$ cat config.mk
export PLATFORM = sky130hd
export DESIGN_NAME = axis_packet_arbiter
export DESIGN_NICKNAME = d
export VERILOG_FILES = /design/src/rtl/axis_packet_arbiter.sv
export SDC_FILE = /design/constraint.sdc
export NUM_CORES = 1
export LEC_CHECK = 0
export ABC_CLOCK_PERIOD_IN_PS = 1700
export CAP_MARGIN = 5
export CORE_MARGIN = 3
export CORE_UTILIZATION = 27
export CTS_CLUSTER_SIZE = 8
export DETAILED_ROUTE_END_ITERATION = 8
export GPL_TIMING_DRIVEN = 0
export MAX_ROUTING_LAYER = met4
export PLACE_DENSITY = 0.87
export SLEW_MARGIN = 20
export SYNTH_ARGS = -nofsm -noshare
export SYNTH_HDL_FRONTEND = slang
export SYNTH_SLANG_ARGS = --single-unit
export TNS_END_PERCENT = 50
$ cat constraint.sdc
create_clock -name clk -period 1.7 [get_ports clk]
set_input_delay 0.51 -clock clk [delete_from_list [all_inputs] [get_ports clk]]
set_output_delay 0.51 -clock clk [all_outputs]
set_load 0.05 [all_outputs]
$ cat src/rtl/axis_packet_arbiter.sv
// Packet-locked round-robin arbiter merging N_SRC AXI-Stream byte sources into one output.
// Optional stall watchdog is compiled in with `define ARB_WATCHDOG_EN.
module axis_packet_arbiter #(
  parameter int N_SRC    = 4,
  parameter int DATA_W   = 8,
  parameter int WDOG_CYC = 16
) (
  input  logic                    clk,
  input  logic                    reset,
  input  logic [N_SRC*DATA_W-1:0] s_data,
  input  logic [N_SRC-1:0]        s_valid,
  input  logic [N_SRC-1:0]        s_last,
  output logic [N_SRC-1:0]        s_ready,
  output logic [DATA_W-1:0]       m_data,
  output logic                    m_valid,
  output logic                    m_last,
  input  logic                    m_ready,
  output logic [2:0]              grant_id,
  output logic                    busy,
  output logic                    wdog_err
);

  localparam int unsigned SW = (N_SRC > 2) ? $clog2(N_SRC) : 1;
  localparam logic [0:0] IDLE = 1'b0;
  localparam logic [0:0] XFER = 1'b1;

  if (N_SRC < 2 || N_SRC > 8 || WDOG_CYC < 1) begin : g_bad_param
    $error("axis_packet_arbiter: illegal parameter value");
  end

  logic [0:0]    state, state_nxt;
  logic [SW-1:0] grant, grant_nxt;
  logic [SW-1:0] last_grant, last_grant_nxt;
  logic          pick_found;
  logic [SW-1:0] pick_idx;
  logic          hs;

`ifdef ARB_WATCHDOG_EN
  localparam int unsigned CW = $clog2(WDOG_CYC + 1);
  logic [CW-1:0] wdog_cnt, wdog_cnt_nxt;
  logic          wdog_q, wdog_nxt;
`endif

  // Round-robin search starting one past the last granted source
  always_comb begin
    int idx;
    pick_found = 1'b0;
    pick_idx   = '0;
    for (int i = 1; i <= N_SRC; i++) begin
      idx = (int'(last_grant) + i) % N_SRC;
      if (!pick_found && s_valid[SW'(idx)]) begin
        pick_found = 1'b1;
        pick_idx   = SW'(idx);
      end
    end
  end

  // Combinational pass-through of the granted source; everything quiet in IDLE
  always_comb begin
    s_ready = '0;
    m_data  = '0;
    m_valid = 1'b0;
    m_last  = 1'b0;
    if (state == XFER) begin
      m_data         = s_data[int'(grant)*DATA_W +: DATA_W];
      m_valid        = s_valid[grant];
      m_last         = s_last[grant];
      s_ready[grant] = m_ready;
    end
  end

  assign hs = m_valid & m_ready;

  always_comb begin
    state_nxt      = state;
    grant_nxt      = grant;
    last_grant_nxt = last_grant;
`ifdef ARB_WATCHDOG_EN
    wdog_cnt_nxt   = wdog_cnt;
    wdog_nxt       = 1'b0;
`endif
    case (state)
      IDLE: begin
`ifdef ARB_WATCHDOG_EN
        wdog_cnt_nxt = '0;
`endif
        if (pick_found) begin
          state_nxt = XFER;
          grant_nxt = pick_idx;
        end
      end
      XFER: begin
        if (hs && m_last) begin
          state_nxt      = IDLE;
          last_grant_nxt = grant;
        end
`ifdef ARB_WATCHDOG_EN
        // Consecutive stalled cycles of the owner; the limit forces a release
        if (s_valid[grant]) begin
          wdog_cnt_nxt = '0;
        end else if (wdog_cnt == CW'(WDOG_CYC - 1)) begin
          state_nxt      = IDLE;
          last_grant_nxt = grant;
          wdog_nxt       = 1'b1;
          wdog_cnt_nxt   = '0;
        end else begin
          wdog_cnt_nxt = wdog_cnt + CW'(1);
        end
`endif
      end
      default: state_nxt = IDLE;
    endcase
  end

  always_ff @(posedge clk or posedge reset) begin
    if (reset) begin
      state      <= IDLE;
      grant      <= '0;
      last_grant <= SW'(N_SRC - 1);
`ifdef ARB_WATCHDOG_EN
      wdog_cnt   <= '0;
      wdog_q     <= 1'b0;
`endif
    end else begin
      state      <= state_nxt;
      grant      <= grant_nxt;
      last_grant <= last_grant_nxt;
`ifdef ARB_WATCHDOG_EN
      wdog_cnt   <= wdog_cnt_nxt;
      wdog_q     <= wdog_nxt;
`endif
    end
  end

  assign grant_id = 3'(grant);
  assign busy     = (state == XFER);
`ifdef ARB_WATCHDOG_EN
  assign wdog_err = wdog_q;
`else
  assign wdog_err = 1'b0;
`endif

endmodule

==> impl_results.md, run 1 <==
- Initial antenna violation count: 0
- Via-per-instance ratio: 5.15
- CP delay by family, top: multiplexers
- Max Clock Skew: 0.00202 ns
- H-tree depth: 1
- Post-Place Worst Slack: -1.21 ns
- CTS tree: yes
- Clk buf depth: 2
- Unique masters post-synth: 30
- Worst R2R Path Depth: 5
- Commonest non-fill, non-tap cell in the layout: dlygate4sd2_1
- DPL Wire Length: 1910 um
- Clock sink count: 5
- Register area: 131 um^2
- Mean Syn Cell Area: 10.9 um^2
- Fin crit period: 2.18 ns
- Die X: 56.1 um
- Ys Warns: 0
- RSZ-0062 raised after global routing: yes
- Min-delay worst type: input port to async pin
- CP dominant cell by count: buf_8
- CP Capture Type: output port
- Crit-path cells: buf_8 > buf_12 > mux4_2 > and2_4 > buf_8
- Starting Density: 0.295
- Hold Slack: 0.469 ns
- # IOs: 62
- Setup TNS Final: -5.10 ns
- Critical Path Fanout Max: 5
- Most frequent cells in the layout: dlygate4sd2_1, buf_8, mux4_2, and2_4, buf_6
- Total Power: 2.98 mW
- R2R setup slack: 0.05 ns
- Post-DR wirelength/cell: 18.4 um
- Cts hold-fix bufs: 0
- CTS root buffer: clkbuf_4
- Worst r2r src: grant[0]
- F_max: 458 MHz
- Area of the multi-input gates: 558 um^2
- Outcome: complete, but fails checks
- Setup CP Type: flop to output port
- Max cap viols: 0
- Layout Nets: 173
- Total global routing track utilization: 0.183
- Count of input and output buffers: 59
- TritonCTS Buffers: 3
- Crit path DAT: 1.67 ns
- Global route overflow: 0
- Synthesized area: 677 um^2
- Worst-Skew Late Latency: 0.23 ns
- Largest net degree at the start of global routing: 11
- Post-route DRC: 0
- Core Util, Final: 0.640
- Final wirelength: 2880 um
- Sequential share of the synthesized area: 0.189
- Element type at the critical path start: flop
- Setup violations, final: 14
- #FFs+latches synth: 5
- ANT cells: 0
- Hold Fails Final Rpt: 0
- Leak: 0.685 nW
- Pwr/cell area: 2020 mW/mm^2
- Drt first-iter violations: 11
- First-pass iteration count of the detailed router: 3
- DR vias: 808
- Area delta synth->final: 117%
- Max VDD drop: 0.00153 V
- Post-route ant nets: 0
- CP max stage cell: mux4_2
- Final GP Congestion: 0.851
- Fillers: 179
- Gate Count Post-Synth: 62
- Period utilization: 1.28
- Chip height: 56.1 um
- Share of layout cells above drive strength 1: 0.481
- Failing checks: negative setup slack
- Slew Limit Fails: 0
- Row cnt: 17
- CP peak stage delay: 0.50 ns
- Core area: 0.00230 mm^2
- Die Area: 0.00314 mm^2
- First-pass GRT wire length: 4300 um
- Worst EP required: 1.19 ns
- Worst r2r dst: last_grant[0]
- Setup WS post-layout: -0.482 ns
- Critical path depth: 5
- Worst-path clk slew: 0.04 ns
- Number of global-route vias before repair: 818
- CP Buf/Inv Count: 3
[power by group]
group / internal (mW) / switching [mW]
Clock: 0.0883 / 0.0411
Combinational: 1.25 / 1.33
Sequential: 0.196 / 0.0729
[worst max path at each step]
stage	startpoint	end
after floorplan	grant[0]	m_data[0]
after global placement	s_valid[3]	m_valid
after detailed placement	s_valid[3]	m_valid
after CTS	grant[0]	m_data[0]
after global routing	grant[0]	m_data[0]
final	grant[0]	m_data[0]
[flip-flops by register name, indices dropped and copies added (netlist names)]
register / flops
grant: 2
last_grant: 2
busy: 1
[cell families after synthesis]
group / share of synthesized area
buffers and inverters: 0.0850
flip-flops: 0.189
multiplexers: 0.397
AO/OA/AOI/OAI: 0.0721
other: 0.00554
AND/OR/NAND/NOR: 0.251
[through the flow]
stage | instances | instance area [um^2]
after global placement | 150 | 1380
final | 157 | 1470
after CTS | 157 | 1470
after floorplan | 63 | 751
after detailed placement | 150 | 1380
after global routing | 157 | 1470
[area by class of cell]
cell class / count / share of cell area
multi-input cells: 49 / 0.380
clock buffers: 4 / 0.0179
flip-flops and latches: 5 / 0.0894
repair buffers: 62 / 0.431
well taps: 28 / 0.0238
plain buffers: 7 / 0.0536
inverters: 2 / 0.00511
[timing repair]
action / 4_1_cts / 5_1_grt
endpoints found under the setup margin: 21 / 14
hold endpoints to repair: 0 / 0
gates resized for setup: 166 / 5
pin swaps: 1 / 3
buffers inserted: 3 / 0
[cells in the mapped netlist]
master,instances,area [um^2]
and2_1,10,62.6
mux4_2,9,203
dfrtp_1,3,75.1
nand2_1,3,11.3
nor3b_1,3,22.5
a21oi_1,2,10.0
buf_4,2,15.0
buf_6,2,22.5
clkbuf_1,2,7.51
dfstp_2,2,52.6
inv_1,2,7.51
mux2_4,2,30.0
nor2_1,2,7.51
nor3_1,2,10.0
a21boi_1,1,7.51
a21o_1,1,7.51
and3b_1,1,8.76
and4_1,1,8.76
buf_2,1,5.00
conb_1,1,3.75
mux2i_1,1,10.0
mux4_1,1,26.3
nand2b_1,1,6.26
nand4_2,1,12.5
nor2b_1,1,6.26
nor4_1,1,6.26
o21ai_0,1,5.00
o31ai_1,1,7.51
o41a_1,1,11.3
or4_1,1,7.51
[routing by layer]
layer | vias up | part of all wire | global-route usage
li1 | 366 | - | -
met1 | 402 | 0.40 | 0.214
met2 | 40 | 0.52 | 0.327
met3 | 0 | 0.076 | 0.0441
met4 | 0 | 0 | 0.0203
met5 | - | 0 | -
[worst register-to-register path, stage by stage, from the launching register on]
cell and delay, ns:
dfrtp_2 0.36, buf_8 0.13, mux4_2 0.51, buf_4 0.15
nand4_2 0.12, mux2_4 0.31
No activity file was read; power rests on OpenSTA's default activity.
==> run 2: changes to the inputs <==
- GPL_ROUTABILITY_DRIVEN: unset -> 0
==> results of run 2 <==
The final DEF is identical to that of run 1; final timing and power are the same.
